===== config.mk =====
export PLATFORM = sky130hd
export DESIGN_NAME = led_color_engine_flat
export DESIGN_NICKNAME = d
export VERILOG_FILES = /design/src/rtl/led_pkg.sv /design/src/rtl/led_color_engine_if.sv /design/src/rtl/led_brightness_scaler.sv /design/src/rtl/led_color_engine.sv /design/src/flat_wrapper.sv
export SDC_FILE = /design/constraint.sdc
export NUM_CORES = 1
export LEC_CHECK = 0
export BUFFER_PORTS_ARGS = -buffer_cell sky130_fd_sc_hd__buf_2
export CAP_MARGIN = 0
export CORE_MARGIN = 8
export CORE_UTILIZATION = 50
export DETAILED_ROUTE_END_ITERATION = 8
export GPL_TIMING_DRIVEN = 1
export PLACE_DENSITY = 0.68
export REMOVE_ABC_BUFFERS = 1
export SYNTH_ARGS = -nofsm -noshare
export SYNTH_HDL_FRONTEND = slang
export SYNTH_SLANG_ARGS = --single-unit
export TNS_END_PERCENT = 100

===== constraint.sdc =====
create_clock -name clk -period 3.4 [get_ports clk]
set_input_delay 0.17 -clock clk [delete_from_list [all_inputs] [get_ports clk]]
set_output_delay 0.17 -clock clk [all_outputs]
set_load 0.05 [all_outputs]

===== src/rtl/led_pkg.sv =====
// Shared definitions for the LED colour engine: mode encodings, flash phases,
// the 16-entry front-panel palette and the palette-byte widening helper.
package led_pkg;

  localparam logic [1:0] MODE_OFF     = 2'd0;
  localparam logic [1:0] MODE_SOLID   = 2'd1;
  localparam logic [1:0] MODE_FLASH   = 2'd2;
  localparam logic [1:0] MODE_RAINBOW = 2'd3;

  typedef enum logic {
    FL_LIT  = 1'b0,
    FL_DARK = 1'b1
  } flash_st_e;

  // {R,G,B} as 8-bit values; codes 10-15 are black.
  localparam logic [23:0] PALETTE [16] = '{
    24'hFFFFFF, 24'hFFFF00, 24'hFF6400, 24'hFF0000,
    24'hFF00FF, 24'h6400FF, 24'h0000FF, 24'h00FFFF,
    24'h00FF00, 24'h006400, 24'h000000, 24'h000000,
    24'h000000, 24'h000000, 24'h000000, 24'h000000
  };

  // Widen a palette byte to w bits; full-scale 255 must land on all-ones.
  function automatic logic [31:0] scale_byte(input logic [7:0] b, input int unsigned w);
    if (b == 8'hFF) return 32'hFFFF_FFFF >> (32 - w);
    return {24'd0, b} << (w - 8);
  endfunction

endpackage


===== src/rtl/led_color_engine_if.sv =====
// Front-panel / PWM-driver bundle: the panel (master) drives mode, brightness
// and colour code; the engine (slave) returns the colour, tick and flash phase.
interface led_color_engine_if #(
  parameter int COLOR_W = 8
);
  logic [1:0]           mode;
  logic [3:0]           brightness;
  logic [3:0]           color_code;
  logic [3*COLOR_W-1:0] color_out;
  logic                 tick;
  logic                 flash_lit;

  modport master (
    output mode, brightness, color_code,
    input  color_out, tick, flash_lit
  );

  modport slave (
    input  mode, brightness, color_code,
    output color_out, tick, flash_lit
  );
endinterface


===== src/rtl/led_brightness_scaler.sv =====
// One colour channel dimmed by a 16-level global brightness: a fixed
// per-level offset is subtracted from the channel, clamping at zero.
module led_brightness_scaler #(
  parameter int COLOR_W = 8
) (
  input  logic [COLOR_W-1:0] chan_i,
  input  logic [3:0]         brightness_i,
  output logic [COLOR_W-1:0] chan_o
);

  localparam logic [COLOR_W-1:0] MAX  = '1;
  localparam logic [COLOR_W-1:0] STEP = MAX / COLOR_W'(15);

  function automatic logic [COLOR_W-1:0] sat_sub(input logic [COLOR_W-1:0] a,
                                                 input logic [COLOR_W+3:0] s);
    if (s > {4'd0, a}) return '0;
    return COLOR_W'({4'd0, a} - s);
  endfunction

  logic [COLOR_W+3:0] sub;

  assign sub    = {4'd0, STEP} * {{COLOR_W{1'b0}}, 4'd15 - brightness_i};
  assign chan_o = (brightness_i == 4'd0) ? '0 : sat_sub(chan_i, sub);

endmodule


===== src/rtl/led_color_engine.sv =====
// LED colour engine: off/solid/flash/rainbow modes with brightness scaling,
// an animation-tick prescaler, a timed flash phase and a hue-wheel generator.
module led_color_engine
  import led_pkg::*;
#(
  parameter int COLOR_W   = 8,
  parameter int TICK_DIV  = 1000000,
  parameter int FLASH_ON  = 2,
  parameter int FLASH_OFF = 2,
  parameter int HUE_STEP  = 1
) (
  input logic              clk,
  input logic              rst_n,
  led_color_engine_if.slave bus
);

  localparam logic [COLOR_W-1:0] MAX      = '1;
  localparam int                 PRESC_W  = (TICK_DIV > 1) ? $clog2(TICK_DIV) : 1;
  localparam int                 FCNT_MAX = (FLASH_ON > FLASH_OFF) ? FLASH_ON : FLASH_OFF;
  localparam int                 FCNT_W   = (FCNT_MAX > 1) ? $clog2(FCNT_MAX) : 1;
  localparam int                 HUE_W    = COLOR_W + 3;
  localparam logic [HUE_W-1:0]   HUE_MOD  = HUE_W'(6) << COLOR_W;
  localparam logic [PRESC_W-1:0] PRESC_LAST = PRESC_W'(TICK_DIV - 1);

  logic [1:0]           mode_q;
  logic [PRESC_W-1:0]   presc_q, presc_d;
  logic                 tick_q, tick_d;
  flash_st_e            fst_q, fst_d;
  logic [FCNT_W-1:0]    fcnt_q, fcnt_d;
  logic [HUE_W-1:0]     hue_q, hue_d, hue_sum;
  logic [3*COLOR_W-1:0] color_q, color_d;

  logic mode_chg, tick_evt;

  assign mode_chg = (bus.mode != mode_q);
  // A tick event and the state it advances land on the same edge as the tick pulse.
  assign tick_evt = !mode_chg && (presc_q == PRESC_LAST);
  assign hue_sum  = hue_q + HUE_W'(HUE_STEP);

  always_comb begin
    presc_d = presc_q;
    tick_d  = 1'b0;
    fst_d   = fst_q;
    fcnt_d  = fcnt_q;
    hue_d   = hue_q;
    if (mode_chg) begin
      presc_d = '0;
      fst_d   = FL_LIT;
      fcnt_d  = '0;
      hue_d   = '0;
    end else begin
      presc_d = tick_evt ? '0 : presc_q + PRESC_W'(1);
      tick_d  = tick_evt;
      if (tick_evt && bus.mode == MODE_FLASH) begin
        if (fst_q == FL_LIT) begin
          if (fcnt_q == FCNT_W'(FLASH_ON - 1)) begin
            fst_d  = FL_DARK;
            fcnt_d = '0;
          end else begin
            fcnt_d = fcnt_q + FCNT_W'(1);
          end
        end else begin
          if (fcnt_q == FCNT_W'(FLASH_OFF - 1)) begin
            fst_d  = FL_LIT;
            fcnt_d = '0;
          end else begin
            fcnt_d = fcnt_q + FCNT_W'(1);
          end
        end
      end
      if (tick_evt && bus.mode == MODE_RAINBOW)
        hue_d = (hue_sum >= HUE_MOD) ? hue_sum - HUE_MOD : hue_sum;
    end
  end

  logic [2:0]           seg;
  logic [COLOR_W-1:0]   f;
  logic [3*COLOR_W-1:0] wheel, pal, raw, scaled;
  logic [23:0]          pal_word;

  assign seg = hue_q[HUE_W-1:COLOR_W];
  assign f   = hue_q[COLOR_W-1:0];

  always_comb begin
    wheel = '0;
    case (seg)
      3'd0:    wheel = {MAX, f, {COLOR_W{1'b0}}};
      3'd1:    wheel = {MAX - f, MAX, {COLOR_W{1'b0}}};
      3'd2:    wheel = {{COLOR_W{1'b0}}, MAX, f};
      3'd3:    wheel = {{COLOR_W{1'b0}}, MAX - f, MAX};
      3'd4:    wheel = {f, {COLOR_W{1'b0}}, MAX};
      3'd5:    wheel = {MAX, {COLOR_W{1'b0}}, MAX - f};
      default: wheel = '0;
    endcase
  end

  assign pal_word = PALETTE[bus.color_code];
  assign pal = {COLOR_W'(scale_byte(pal_word[23:16], COLOR_W)),
                COLOR_W'(scale_byte(pal_word[15:8],  COLOR_W)),
                COLOR_W'(scale_byte(pal_word[7:0],   COLOR_W))};
  assign raw = (bus.mode == MODE_RAINBOW) ? wheel : pal;

  led_brightness_scaler #(.COLOR_W(COLOR_W)) u_scale_r (
    .chan_i(raw[3*COLOR_W-1:2*COLOR_W]), .brightness_i(bus.brightness),
    .chan_o(scaled[3*COLOR_W-1:2*COLOR_W]));
  led_brightness_scaler #(.COLOR_W(COLOR_W)) u_scale_g (
    .chan_i(raw[2*COLOR_W-1:COLOR_W]), .brightness_i(bus.brightness),
    .chan_o(scaled[2*COLOR_W-1:COLOR_W]));
  led_brightness_scaler #(.COLOR_W(COLOR_W)) u_scale_b (
    .chan_i(raw[COLOR_W-1:0]), .brightness_i(bus.brightness),
    .chan_o(scaled[COLOR_W-1:0]));

  always_comb begin
    color_d = '0;
    case (bus.mode)
      MODE_SOLID:   color_d = scaled;
      MODE_FLASH:   color_d = (fst_q == FL_LIT) ? scaled : '0;
      MODE_RAINBOW: color_d = scaled;
      default:      color_d = '0;
    endcase
  end

  always_ff @(posedge clk or negedge rst_n) begin
    if (!rst_n) begin
      mode_q  <= MODE_OFF;
      presc_q <= '0;
      tick_q  <= 1'b0;
      fst_q   <= FL_LIT;
      fcnt_q  <= '0;
      hue_q   <= '0;
      color_q <= '0;
    end else begin
      mode_q  <= bus.mode;
      presc_q <= presc_d;
      tick_q  <= tick_d;
      fst_q   <= fst_d;
      fcnt_q  <= fcnt_d;
      hue_q   <= hue_d;
      color_q <= color_d;
    end
  end

  assign bus.color_out = color_q;
  assign bus.tick      = tick_q;
  assign bus.flash_lit = (fst_q == FL_LIT);

endmodule


===== src/flat_wrapper.sv =====
// flat-port wrapper written by rule: the top's interface ports become plain ports
module led_color_engine_flat import led_pkg::*;
#(
  parameter int COLOR_W   = 8,
  parameter int TICK_DIV  = 1000000,
  parameter int FLASH_ON  = 2,
  parameter int FLASH_OFF = 2,
  parameter int HUE_STEP  = 1
)
  (clk, rst_n, bus_mode, bus_brightness, bus_color_code, bus_color_out, bus_tick, bus_flash_lit);
  led_color_engine_if #(.COLOR_W(COLOR_W)) bus_i ();
  input logic clk;
  input logic rst_n;
  input wire logic [$bits(bus_i.mode)-1:0] bus_mode;
  input wire logic [$bits(bus_i.brightness)-1:0] bus_brightness;
  input wire logic [$bits(bus_i.color_code)-1:0] bus_color_code;
  output wire logic [$bits(bus_i.color_out)-1:0] bus_color_out;
  output wire logic [$bits(bus_i.tick)-1:0] bus_tick;
  output wire logic [$bits(bus_i.flash_lit)-1:0] bus_flash_lit;
  assign bus_i.mode = bus_mode;
  assign bus_i.brightness = bus_brightness;
  assign bus_i.color_code = bus_color_code;
  assign bus_color_out = bus_i.color_out;
  assign bus_tick = bus_i.tick;
  assign bus_flash_lit = bus_i.flash_lit;
  led_color_engine #(.COLOR_W(COLOR_W), .TICK_DIV(TICK_DIV), .FLASH_ON(FLASH_ON), .FLASH_OFF(FLASH_OFF), .HUE_STEP(HUE_STEP)) u_core (.clk(clk), .rst_n(rst_n), .bus(bus_i));
endmodule

# After elaboration in Yosys (flattened, before gate mapping)
# Memories as Yosys holds them, arrays and structs flattened.
# Cells that the tools add are included.
# totals
reg_bits	60
romBits	384
in_bits	12
word_cells	88
memories	1
# memory_table
name	words	word_bits	read_ports	rd_clocked_by_memory_dff	write_ports	line_no	rtl
(name not given)	16	24	1	0	0	led_color_engine.sv:97	assign pal_word = PALETTE[bus.color_code];
# classes
mul	1
mux	41
reduce_logical	9
n_addsub	9
eq_ne	13
n_lt_le_gt_ge	5
bitwise_logic	2
# op_table
operator	count
24-bit one-hot mux with 6 select lines	1
8-bit two-way mux	15
24-bit two-way mux	4
24-bit one-hot mux with 2 select lines	1
20-bit two-way mux	2
11-bit two-way mux	3
9-bit by 8-bit > comparator with 1-bit output	3
8-bit == test (second input constant)	3
8-bit subtractor	3
20-bit by 1-bit adder with 20-bit output (second input constant)	1
20-bit == test (second input constant)	1
1-bit two-way mux	15
11-bit by 1-bit adder with 11-bit output (second input constant)	1
11-bit >= comparator (second input constant)	1
11-bit subtractor (second input constant)	1
5-bit by 4-bit multiplier with 9-bit output (first input constant)	1
8-bit subtractor (first input constant)	1
3-bit by 2-bit == test with 1-bit output (second input constant)	2
3-bit == test (second input constant)	2
5-bit >= comparator (second input constant)	1
4-bit NOT with 5-bit output	1
2-bit == test (second input constant)	2
4-bit logical NOT	1
2-bit nonzero test	2
10 further kinds	12

# Longest topological paths before layout
# Gate-level depths: netlist of run 1.
# logic_depth
ltp_word	14
depth_mapped	16
ltp_nobuf	14

# Modules after synthesis
# A second synthesis of run 1 with hierarchy kept.
# unflattened
hier_cells	618
area_unflattened_um2	5092.4
# modules_own_cells
module	cells_per_inst	area_each_um2	seq_area_each_um2	n_inst
led_color_engine	393	3373.2	1501.4	1
led_brightness_scaler	75	573.0	0.0	3

# Worst setup path before layout of run 1
# No wires, ideal clock.
# synth_path
path_type	reg2reg
startpoint	register u_core.hue_q[8]
endpoint	register u_core.color_q[14], in the netlist u_core.bus.color_out[14]
t_arrival_ns	2.744
setup_time_ns	0.137
n_path_buf	2
path_slack_ns	0.519
period_less_slack_ns	2.881
path_stages_with_launch	17
cell_sequence	dfrtp_1 -> clkbuf_1 -> or2_2 -> clkbuf_1 -> nor2_1 -> a211oi_1 -> o21a_1 -> inv_1 -> ha_1 -> inv_1 -> fa_1 -> a21o_1 -> a21oi_1 -> o21bai_1 -> a21oi_1 -> xor2_1 -> nor2_1
# synth_via
elab_chain_cells	9
elab_cells_between_ends	15
# synth_rtl
element	line_no	rtl
start, declared	led_color_engine.sv:30	logic [HUE_W-1:0] hue_q, hue_d, hue_sum;
start signal, assigned	led_color_engine.sv:138	hue_q <= hue_d;
3-bit == test (tied with other cells)	led_color_engine.sv:86	case (seg)
24-bit one-hot mux with 6 select lines *	led_color_engine.sv:86	
24-bit two-way mux *	led_color_engine.sv:101	assign raw = (bus.mode == MODE_RAINBOW) ? wheel : pal;
9-bit by 8-bit > comparator with 1-bit output	led_brightness_scaler.sv:16	if (s > {4'd0, a}) return '0;
1-bit two-way mux	led_brightness_scaler.sv:16	
8-bit two-way mux *	led_brightness_scaler.sv:17	return COLOR_W'({4'd0, a} - s);
8-bit two-way mux *	led_brightness_scaler.sv:23	assign chan_o = (brightness_i == 4'd0) ? '0 : sat_sub(chan_i, sub);
24-bit two-way mux	led_color_engine.sv:117	MODE_FLASH: color_d = (fst_q == FL_LIT) ? scaled : '0;
24-bit one-hot mux with 2 select lines *	led_color_engine.sv:115	case (bus.mode)
via u_core.color_d[14]	led_color_engine.sv:31	logic [3*COLOR_W-1:0] color_q, color_d;
end signal, assigned	led_color_engine.sv:139	color_q <= color_d;
end, declared	led_color_engine.sv:31	
# Mark *: on every way through the listed nets, which the timed path passes. The rest lies on a longest branch.
# A chain may end at the register's enable or synchronous reset.

# Worst setup path after layout of run 1
# layout_path
startpoint	register u_core.hue_q[9]
endpoint	register u_core.color_q[14], in the netlist u_core.bus.color_out[14]
# Same word-level chain as after synthesis.

==> results of run 1 <==
-- sequential cells by signal, summed over array words and instances, names as in the netlist --
| register | cells |
|---|---|
| u_core.bus.color_out | 24 |
| u_core.presc_q | 20 |
| u_core.hue_q | 11 |
| u_core.mode_q | 2 |
| u_core.bus.tick | 1 |
| u_core.fcnt_q | 1 |
| u_core.fst_q | 1 |
-- how the worst min path moves through the flow --
stage                            from                       end  slack, ns  cells after the start
after floorplan                 rst_n   u_core.bus.color_out[0]      -0.13                      0
after global placement          rst_n  u_core.bus.color_out[10]       0.36                      1
after detailed placement        rst_n  u_core.bus.color_out[11]       0.37                      1
after CTS                 bus_mode[0]          u_core.mode_q[0]      0.001                      1
after global routing      bus_mode[0]          u_core.mode_q[0]      0.001                      1
final                     bus_mode[0]          u_core.mode_q[0]       0.02                      1
-- worst max-delay path, delay by kind of cell (launching register included) --
kind            cells  cell delay [ns]
compound gates      6             0.91
simple gates        3             0.60
fa+ha+maj           2             0.55
flops               1             0.55
xor+xnor            1             0.16
buf+inv             2             0.11
-- metrics by stage --
stage / hold WS [ns] / cells / utilization, % / worst slack, ns / area [µm²]
global route: 0.00136 / 701 / 56.6 / 0.119 / 5180
detailed placement: 0.371 / 685 / 54.0 / 0.407 / 4940
floorplan: -0.126 / 532 / - / 0.569 / 4580
CTS: 0.00150 / 701 / 56.6 / 0.392 / 5180
global placement: 0.357 / 685 / 54.0 / 0.454 / 4940
finish: 0.0211 / 701 / 56.6 / 0.392 / 5180
-- Yosys cell counts (5+ instances only) --
cell type	instances
xnor2_1	30
or2_2	6
nor2_1	88
nand3_1	8
a21o_1	8
o21ai_0	18
nand2_1	49
o21a_1	24
clkbuf_1	16
a211oi_1	16
a21oi_1	20
nand4_1	15
nor2b_1	6
inv_1	45
dfrtp_1	60
and2_1	5
xor2_1	21
ha_1	49
nor3_1	9
-- area by class of cell --
| cell class | instances | area [µm²] |
|---|---|---|
| Clock inverter | 3 | 68.8 |
| Timing Repair Buffer | 43 | 233 |
| Tap cell | 111 | 139 |
| Sequential cell | 60 | 1500 |
| Clock buffer | 12 | 165 |
| Multi-Input combinational cell | 427 | 2910 |
| Inverter | 45 | 169 |
| Fill cell | 837 | 3970 |
-- power by group --
group / leakage (nW) / switching [W] / total, W / internal (W)
logic: 1.50 / 0.000489 / 0.000704 / 0.000215
registers: 0.812 / 0.0000136 / 0.000785 / 0.000772
clock network: 0.119 / 0.000298 / 0.000769 / 0.000470
total: 2.43 / 0.000801 / 0.00226 / 0.00146
-- kinds of logic after synthesis --
group | after synthesis
xor gates and xnor gates | 51
and+or+nand+nor | 211
adders and majority gates | 52
muxes | 2
buffers and inverters | 69
DFF | 60
AOI/OAI and AO/OA | 111
-- placed cells by master (no fill, tap or decap), drive strengths merged, types with 8 or more instances in the layout --
| cell | instances |
|---|---|
| a21oi | 20 |
| ha | 49 |
| nor2 | 88 |
| a211oi | 16 |
| xor2 | 21 |
| nand4 | 15 |
| buf | 42 |
| nand2 | 49 |
| nand3 | 9 |
| nor3 | 10 |
| o21ai | 22 |
| clkbuf | 12 |
| a21o | 8 |
| o21a | 24 |
| xnor2 | 30 |
| inv | 45 |
| dfrtp | 60 |
-- routing by layer --
metal / up-vias / track usage (%) / share of wire [%]
met4: 0 / 6.31 / 0.64
met2: 85 / 28.6 / 47
li1: 1951 / - / -
met3: 4 / 3.62 / 5.2
met1: 1844 / 24.7 / 47
met5: - / 0 / 0
==> metrics.md, run 1 <==
| Metric | Value |
|---|---|
| Initial core utilization | between 50% and 60% |
| Worst reg2reg endpoint | u_core.bus.color_out[14] |
| Max transition margin | 35.7% |
| Largest family of logic cells by synthesized area | simple AND/OR/NAND/NOR gates |
| Multiplexer area fraction after synthesis | less than 1% |
| Xor/xnor cell area share of the yosys netlist | about a tenth |
| Setup CP Type | flip-flop to flip-flop |
| First-pass GRT wire length | 18.8 mm |
| FF+latch count, synth | 60 |
| R2R cell count | 14 |
| Cells after synthesis | about 560 |
| Final TNS setup | 0 ns |
| Overall Power | about 0.0023 W |
| Synth top area share | about a third |
| Worst vdd ir | roughly 0.22 mV |
| Clk_lat worst skew | approximately 0.34 ns |
| Flop-to-flop setup slack | 0.39 ns |
| Die ar. | 12700 µm² |
| DRT Pass-1 Iters | 4 |
| Post-synth ARST share | 100% |
| RSZ-0062 raised after global routing | false |
| Final Max Tran Viols | 0 |
| Complex-gate fraction of the synthesized area | 15.8% |
| CTS root buf | clkbuf_8 |
| CP cell instances | or2_2 -> nor2_1 -> a211oi_1 -> o21a_1 -> inv_1 -> ha_1 -> inv_1 -> fa_1 -> a21o_1 -> a21oi_1 -> o21bai_1 -> a21oi_1 -> xor2_1 -> nor2_1 |
| Synthesized-area fraction occupied by and/or/nand/nor cells | between 20% and 30% |
| DRT antenna net count | 0 |
| Remaining DRCs | 0 |
| Worst-path fanout max | 15 |
| WL per Instance | 15.8 µm |
| Setup-failing EPs final | 0 |
| Max-cap viol count | 0 |
| # clock sinks | 60 |
| PD cells | 436 nW/µm² |
| Routed wire length | roughly 11 mm |
| Final period util | approximately 88% |
| CP endpoint | u_core.bus.color_out[14] |
| Synth Area in Adders | 14.3% |
| Crit start category | flip-flop |
| Horiz. Die Dim | ~110 µm |
| Worst-path clk slew | around 0.07 ns |
| Buffers on Ports | 37 |
| Placer congestion estimate | 0.863 |
| Netlist cell types | between 50 and 60 |
| R2R Path Start | u_core.hue_q[9] |
| Synth area leaders | dfrtp_1, ha_1, nor2_1 |
| DIE HEIGHT | roughly 110 µm |
| Most used DFF post-synth | dfrtp_1 |
| Cell taking the most area after synthesis | dfrtp_1 |
| Crit path required time | between 3 and 4 ns |
| Clock Path Buffers | 2 |
| Vias in the first global route | about 3800 |
| Status | complete, no violations |
| Final hold violation count | 0 |
| Min Tclk post-route | between 3 and 4 ns |
| Syn_area_per_cell | between 8 and 9 µm² |
| DPL Wire Length | 8.26 mm |
| Vias | 3884 |
| N_diodes | 0 |
| Drt initial violations | 192 |
| CP max stage cell | dfrtp_1 |
| Post-CTS Setup Repair Bufs | 0 |
| Crit-path max cell delay | ~0.55 ns |
| Share of layout cells above drive strength 1 | between 10% and 20% |
| Crit path from | u_core.hue_q[9] |
| H-tree levels | 3 |
| IO Count | 38 |
| Measured slew at the worst slew-check pin | slightly below 1 ns |
| Total Routing Usage GR | approximately 18% |
| Syn Std Cell Area | 4690 µm² |
| Largest net degree at the start of global routing | approximately 40 |
| CORE AREA | 9150 µm² |
| Final net count | 650 |
| Sequential fraction of the synthesis area | between 30% and 40% |
| CTS Buf Count | 9 |
| Post-CTS Resized | 0 |
| Hold crit path type | input pin to flip-flop |
| CTS tree | built |
| Grt ovf | 0 |
| Setup crit end kind | flip-flop |
| Number of enable flip-flop cells after synthesis | 0 |
| Number of antenna violations at the first check in global routing | 0 |
| Area grow syn2layout | 10.5% |
| Arr. time, crit path | 3.22 ns |
| Fmax | around 330 MHz |
| YS warnings | 0 |
| Rows | 35 |
| Worst Clk Skew | ~0.0065 ns |
| Leakage | 2.43 nW |
| CTS Hold Bufs | 1 |
| Drt via density | around 5.5 |
No activity file was read; power rests on OpenSTA's default activity.
==> run 2: changes to the inputs <==
--- a/config.mk
+++ b/config.mk
@@ -15,5 +15,6 @@
 export REMOVE_ABC_BUFFERS = 1
 export SYNTH_ARGS = -nofsm -noshare
 export SYNTH_HDL_FRONTEND = slang
+export SYNTH_HIERARCHICAL = 1
 export SYNTH_SLANG_ARGS = --single-unit
 export TNS_END_PERCENT = 100
==> run 2 against run 1 <==
  * Worst setup slack lost 0.16 ns
  * Global-route usage is 0.42 points higher
  * Via count up 14%
  * Final cell count up 13%
  * Clock power shrank 5.1%
  * Hold slack got worse by 0.016 ns
  * Sequential cell count is the same
  * Synthesized cell count up 11%
  * Sequential power about the same
==> metrics.md, run 2 <==
| Metric | Value |
|---|---|
| Worst reg2reg endpoint | u_core/bus.color_out[6] |
| Synthesized-area fraction occupied by and/or/nand/nor cells | a little under 30% |
| Final period util | 93.2% |
| Worst-path clk slew | roughly 0.070 ns |
| DRT antenna net count | 0 |
| Arr. time, crit path | about 3.5 ns |
| CTS Buf Count | 9 |
| YS warnings | 6 |
| GRT met1 Usage | 24.7% |
| Drt via density | 5.59 |
| Share of layout cells above drive strength 1 | between 10 and 15% |
| Die ar. | 13700 µm² |
| Post-synth ARST share | 100% |
| Hold slack | about 0.0056 ns |
| Pre-CTS setup slack | between 0.3 and 0.4 ns |
| First-pass GRT wire length | approximately 20 mm |
| CORE AREA | ~10000 µm² |
| CTS tree | built |
| Clock Path Buffers | 2 |
| H-tree levels | 3 |
| Most used DFF post-synth | dfrtp_1 |
| Drt initial violations | roughly 270 |
| Max-cap viol count | 0 |
| CTS root buf | clkbuf_8 |
| Final worst slack | 0.230 ns |
| Worst-path fanout max | 8 |
| Cells after synthesis | a little over 600 |
| Flop-to-flop setup slack | approximately 0.33 ns |
| Netlist cell types | 53 |
| Crit start category | input pin |
| Synth area leaders | dfrtp_1, ha_1, nor2b_1 |
| Syn Std Cell Area | 5090 µm² |
| Initial core utilization | around half |
| IO Count | 38 |
| Horiz. Die Dim | approximately 120 µm |
| Measured slew at the worst slew-check pin | between 1 and 1.5 ns |
| Multiplexer area fraction after synthesis | less than 1% |
| Synth top area share | approximately 29% |
| Xor/xnor cell area share of the yosys netlist | under 10% |
| Final Max Tran Viols | 0 |
| Syn_area_per_cell | between 8 and 9 µm² |
| Routed wire length | between 10 and 15 mm |
| Synth Area in Adders | about an eighth |
| Max transition margin | approximately a fifth |
| WL per Instance | 15.1 µm |
| PD cells | about 400 nW/µm² |
| R2R Path Start | u_core/hue_q[9] |
| RSZ-0062 raised after global routing | false |
| DPL Wire Length | 9.08 mm |
| Sequential fraction of the synthesis area | roughly 29% |
| Worst Clk Skew | around 0.013 ns |
| Met3 Use GR | under 10% |
| Complex-gate fraction of the synthesized area | 17.4% |
| Remaining DRCs | 0 |
| Placer congestion estimate | between 0.8 and 0.9 |
| Largest net degree at the start of global routing | 50 |
| Hold crit path type | input pin to asynchronous set/reset pin |
| Leakage | ~2.5 nW |
| Final hold violation count | 0 |
| Largest family of logic cells by synthesized area | simple AND/OR/NAND/NOR gates |
| Crit path required time | between 3 and 4 ns |
| # clock sinks | 60 |
| Setup-failing EPs final | 0 |
| Most frequent cells after synthesis | nor2_1, dfrtp_1, ha_1 |
| Worst vdd ir | 0.310 mV |
| Busiest grt layer | met2 |
| Buffers on Ports | 37 |
| CP endpoint | u_core/bus.color_out[6] |
| Fmax | 315 MHz |
| Clk_lat worst skew | between 0.3 and 0.4 ns |
| Setup CP Type | input pin to flip-flop |
| Vias | about 4400 |
| Final TNS setup | 0 ns |
| Grt ovf | 0 |
| GRT met2 Usage | between 20 and 30% |
| N_diodes | 0 |
| Final net count | 714 |
| Most common cell after layout, fill and taps aside | nor2_1 |
| R2R cell count | 13 |
| Number of antenna violations at the first check in global routing | 0 |
| Setup crit end kind | flip-flop |
| Number of enable flip-flop cells after synthesis | 0 |
| Area grow syn2layout | 10.6% |
| Most frequent cell after synthesis | nor2_1 |
| Cell taking the most area after synthesis | dfrtp_1 |
| Fill count | 947 |
| Commonest non-fill, non-tap cells in the layout | nor2_1, dfrtp_1, ha_1 |
| Status | complete, no violations |
| Rows | 37 |
| Min Tclk post-route | about 3.2 ns |
| Post-CTS Setup Repair Bufs | 0 |
| FF+latch count, synth | 60 |
| DRT Pass-1 Iters | 5 |
| DIE HEIGHT | about 120 µm |
| Vias in the first global route | 4267 |
| Largest register FFs | 24 |
| Total Routing Usage GR | about a fifth |
| Crit path from | bus_mode[1] |
==> run 2: cell types whose count changed after synthesis, sizes merged, moves of 5 or more <==
cell,delta
a211oi,-9
a21oi,+19
nand2b,+7
nand3,+18
nor2,-17
nor2b,+42
nor3,+12
o21a,-17
o21ai,+29
o31a,+5
xnor2,-20
==> run 2: what timing repair did <==
| action | CTS | global route |
|---|---|---|
| resized for setup | 0 | 1 |
| hold buffers | 2 | 0 |
| endpoints found under the hold margin | 2 | 0 |
| endpoints found under the setup margin | 0 | 1 |
==> run 2: worst min path at each step <==
stage	from	endpoint	slack [ns]	cells after the start
2_1_floorplan	rst_n	u_core/bus.color_out[0]	-0.13	0
3_3_place_gp	bus_mode[1]	u_core/mode_q[1]	0.37	1
3_5_place_dp	bus_mode[0]	u_core/mode_q[0]	0.37	1
4_1_cts	rst_n	u_core/hue_q[10]	0.05	1
5_1_grt	rst_n	u_core/presc_q[5]	0.11	1
6_report	rst_n	u_core/presc_q[5]	0.006	1
==> run 2: worst max-delay path: stages <==
cell and delay, ns:
dlygate4sd3_1 0.54, buf_2 0.16, and2_1 0.23, nor2_1 0.17, o21ai_0 0.31, o21ai_0 0.24
inv_1 0.08, ha_1 0.22, fa_1 0.42, nor2b_4 0.16, o31a_1 0.21, o21ai_2 0.07
nor3b_1 0.14, nor3_1 0.17, nor2b_1 0.15
==> run 2: layout make-up <==
type | instances | area, µm² | area share, %
Timing Repair Buffer | 42 | 228 | 4.04
Clock inverter | 7 | 98.8 | 1.76
Multi-Input combinational cell | 490 | 3330 | 59.2
Sequential cell | 60 | 1500 | 26.7
Clock buffer | 9 | 124 | 2.20
Tap cell | 136 | 170 | 3.02
Inverter | 47 | 176 | 3.13
==> run 2: routing by layer <==
| metal | routed length [µm] | up-vias |
|---|---|---|
| li1 | - | 2195 |
| met1 | 5840 | 2123 |
| met4 | 212 | 0 |
| met3 | 596 | 18 |
| met2 | 5310 | 82 |
| met5 | 0 | - |
==> run 2: report_power, final <==
group	internal, W	total (W)	switching, W
sequential	0.000768	0.000782	0.0000139
clock	0.000416	0.000730	0.000315
combinational	0.000242	0.000736	0.000493
total	0.00143	0.00225	0.000822
==> run 2: cells by family after synthesis <==
kind of cell	count (synthesis)
AND/OR/NAND/NOR	273
AO/OA/AOI/OAI	132
buffers and inverters	68
flip-flops	60
adder cells (fa/ha/maj)	52
XOR/XNOR	30
multiplexers	3
==> run 2: stage by stage <==
step / area (µm²) / power (W) / util [%] / std cells
6_report: 5630 / 0.00225 / 55.8 / 791
4_1_cts: 5630 / 0.00228 / 55.8 / 791
3_5_place_dp: 5390 / 0.00153 / 53.4 / 773
5_1_grt: 5630 / 0.00238 / 55.8 / 791
2_1_floorplan: 5000 / 0.00136 / - / 597
3_3_place_gp: 5390 / 0.00152 / 53.4 / 773
==> run 3: changes to the inputs <==
==> constraint.sdc (replaced) <==
create_clock -name clk -period 4 [get_ports clk]
set_input_delay 0.2 -clock clk [delete_from_list [all_inputs] [get_ports clk]]
set_output_delay 0.2 -clock clk [all_outputs]
set_load 0.05 [all_outputs]
==> run 3 against run 2 <==
  * Cell area fell by 0.33%
  * Register-to-register slack improved by 0.33 ns
  * Critical path depth fell by 2
  * Combinational power fell by 16%
  * Sequential power fell by 15%
  * Clock power fell by 10%
  * Critical endpoint unchanged
  * Largest cell class unchanged
==> metrics.md, run 3 (same netlist as run 2, synthesis figures left out) <==
| Metric | Value |
|---|---|
| Crit start category | flip-flop |
| Post-CTS Resized | 0 |
| Final hold violation count | 0 |
| Min Tclk post-route | around 3.3 ns |
| Overall Power | around 0.0019 W |
| Fmax | between 200 and 300 MHz |
| Drt via density | approximately 5.6 |
| Horiz. Die Dim | between 100 and 150 µm |
| Max-cap viol count | 0 |
| Max transition margin | about a quarter |
| Buffers on Ports | 37 |
| Measured slew at the worst slew-check pin | around 1.2 ns |
| Setup-failing EPs final | 0 |
| Largest net degree at the start of global routing | 61 |
| Area grow syn2layout | 10.2% |
| Pre-CTS setup slack | slightly below 0.8 ns |
| Flop-to-flop setup slack | roughly 0.66 ns |
| Worst-path clk slew | roughly 0.080 ns |
| CTS tree | built |
| CTS root buf | clkbuf_8 |
| Total Routing Usage GR | between 10% and 20% |
| Worst vdd ir | 0.181 mV |
| First-pass GRT wire length | roughly 20 mm |
| Final TNS setup | 0 ns |
| DRT antenna net count | 0 |
| Final worst slack | 0.664 ns |
| Status | complete, no violations |
| Initial core utilization | 50.5% |
| Leakage | around 2.5 nW |
| CP max stage cell | dfrtp_1 |
| Setup crit end kind | flip-flop |
| Drt initial violations | about 250 |
| Setup CP Type | flip-flop to flip-flop |
| WL per Instance | ~15 µm |
| H-tree levels | 3 |
| Crit path required time | roughly 4.3 ns |
| DPL Wire Length | between 9 and 10 mm |
| Final Max Tran Viols | 0 |
| Most common cell after layout, fill and taps aside | nor2_1 |
| Remaining DRCs | 0 |
| Worst Clk Skew | between 0.01 and 0.015 ns |
| Grt ovf | 0 |
| Number of antenna violations at the first check in global routing | 0 |
| Clock Path Buffers | 2 |
| Post-CTS Setup Repair Bufs | 0 |
| Worst-path fanout max | 20 |
| Final net count | approximately 710 |
| Vias in the first global route | 4310 |
| Commonest non-fill, non-tap cells in the layout | nor2_1, dfrtp_1, ha_1 |
| Hold crit path type | input pin to asynchronous set/reset pin |
| Final period util | 83.4% |
| Share of layout cells above drive strength 1 | about 14% |
| CTS Buf Count | 9 |
| RSZ-0062 raised after global routing | false |
| Arr. time, crit path | between 3 and 4 ns |
| N_diodes | 0 |
| IO Count | 38 |
| CP cell instances | inv_1 -> nor2_1 -> a21oi_1 -> o21ai_0 -> inv_1 -> ha_1 -> fa_1 -> nor2b_4 -> o31a_1 -> o21ai_2 -> nor3b_1 -> nor3_1 -> nor2b_1 |
| # clock sinks | 60 |
| Most common cell on crit path | inv_1 |
| CORE AREA | a little over 10000 µm² |
| Placer congestion estimate | slightly above 0.9 |
| Die ar. | ~14000 µm² |
| Crit-path max cell delay | roughly 0.64 ns |
| Rows | 37 |
| Vias | 4426 |
| PD cells | roughly 350 nW/µm² |
| R2R cell count | 13 |
| Clk_lat worst skew | 0.35 ns |
| DIE HEIGHT | approximately 120 µm |
| DRT Pass-1 Iters | 5 |
| Routed wire length | about 12 mm |
| CTS Hold Bufs | 0 |
| Largest register FFs | 24 |
## run 3: changes by cell type in the layout (fill, tap and decap cells not counted), sizes merged
cell / change
buf: -1
clkbuf: +3
clkinv: -2
clkinvlp: -1
dlygate4sd3: -2
inv: -1
## run 3: critical path: cells and delay by family (launching register included)
kind / cells / cell delay, ns
compound gates: 4 / 0.63
fa+ha+maj: 2 / 0.65
buf+inv: 2 / 0.30
flops: 1 / 0.64
simple gates: 5 / 1.04
## run 3: layout make-up
type                       count  area [µm²]
clock buffer                  12         165
clock inverter                 3        68.8
fill                         962        4480
inverter                      47         176
multi-input combinational    490        3330
sequential                    60        1500
tap                          136         170
timing repair buffer          39         200
## run 3: worst paths after layout
check | from | endpoint
min in group clk | bus_mode[1] | u_core/mode_q[1]
max | u_core/hue_q[10] | u_core/bus.color_out[6]
max in group asynchronous | rst_n | u_core/bus.color_out[4]
min | rst_n | u_core/fst_q
min reg2reg | u_core/presc_q[0] | u_core/presc_q[0]
max reg2reg | u_core/hue_q[10] | u_core/bus.color_out[6]
## run 3: stage by stage
stage,instance area (µm²),instances,hold WS (ns),utilization [%]
after floorplan,5000,597,-0.0956,-
after global placement,5380,772,0.392,53.3
after detailed placement,5380,772,0.403,53.3
after CTS,5610,787,0.0270,55.6
after global routing,5610,787,0.0231,55.6
final,5610,787,0.0189,55.6
## run 3: routing by layer
layer,GRT usage [%],wire (µm),vias to the layer above
li1,-,-,2184
met5,0,0,-
met3,4.10,640,22
met1,23.5,5500,2108
met4,7.51,249,0
met2,31.1,5610,112
## run 3: where the power goes
part | switching (W) | total [W] | leakage (nW) | internal, W
logic | 0.000416 | 0.000620 | 1.58 | 0.000204
clock network | 0.000254 | 0.000654 | 0.119 | 0.000400
registers | 0.0000125 | 0.000665 | 0.811 | 0.000653
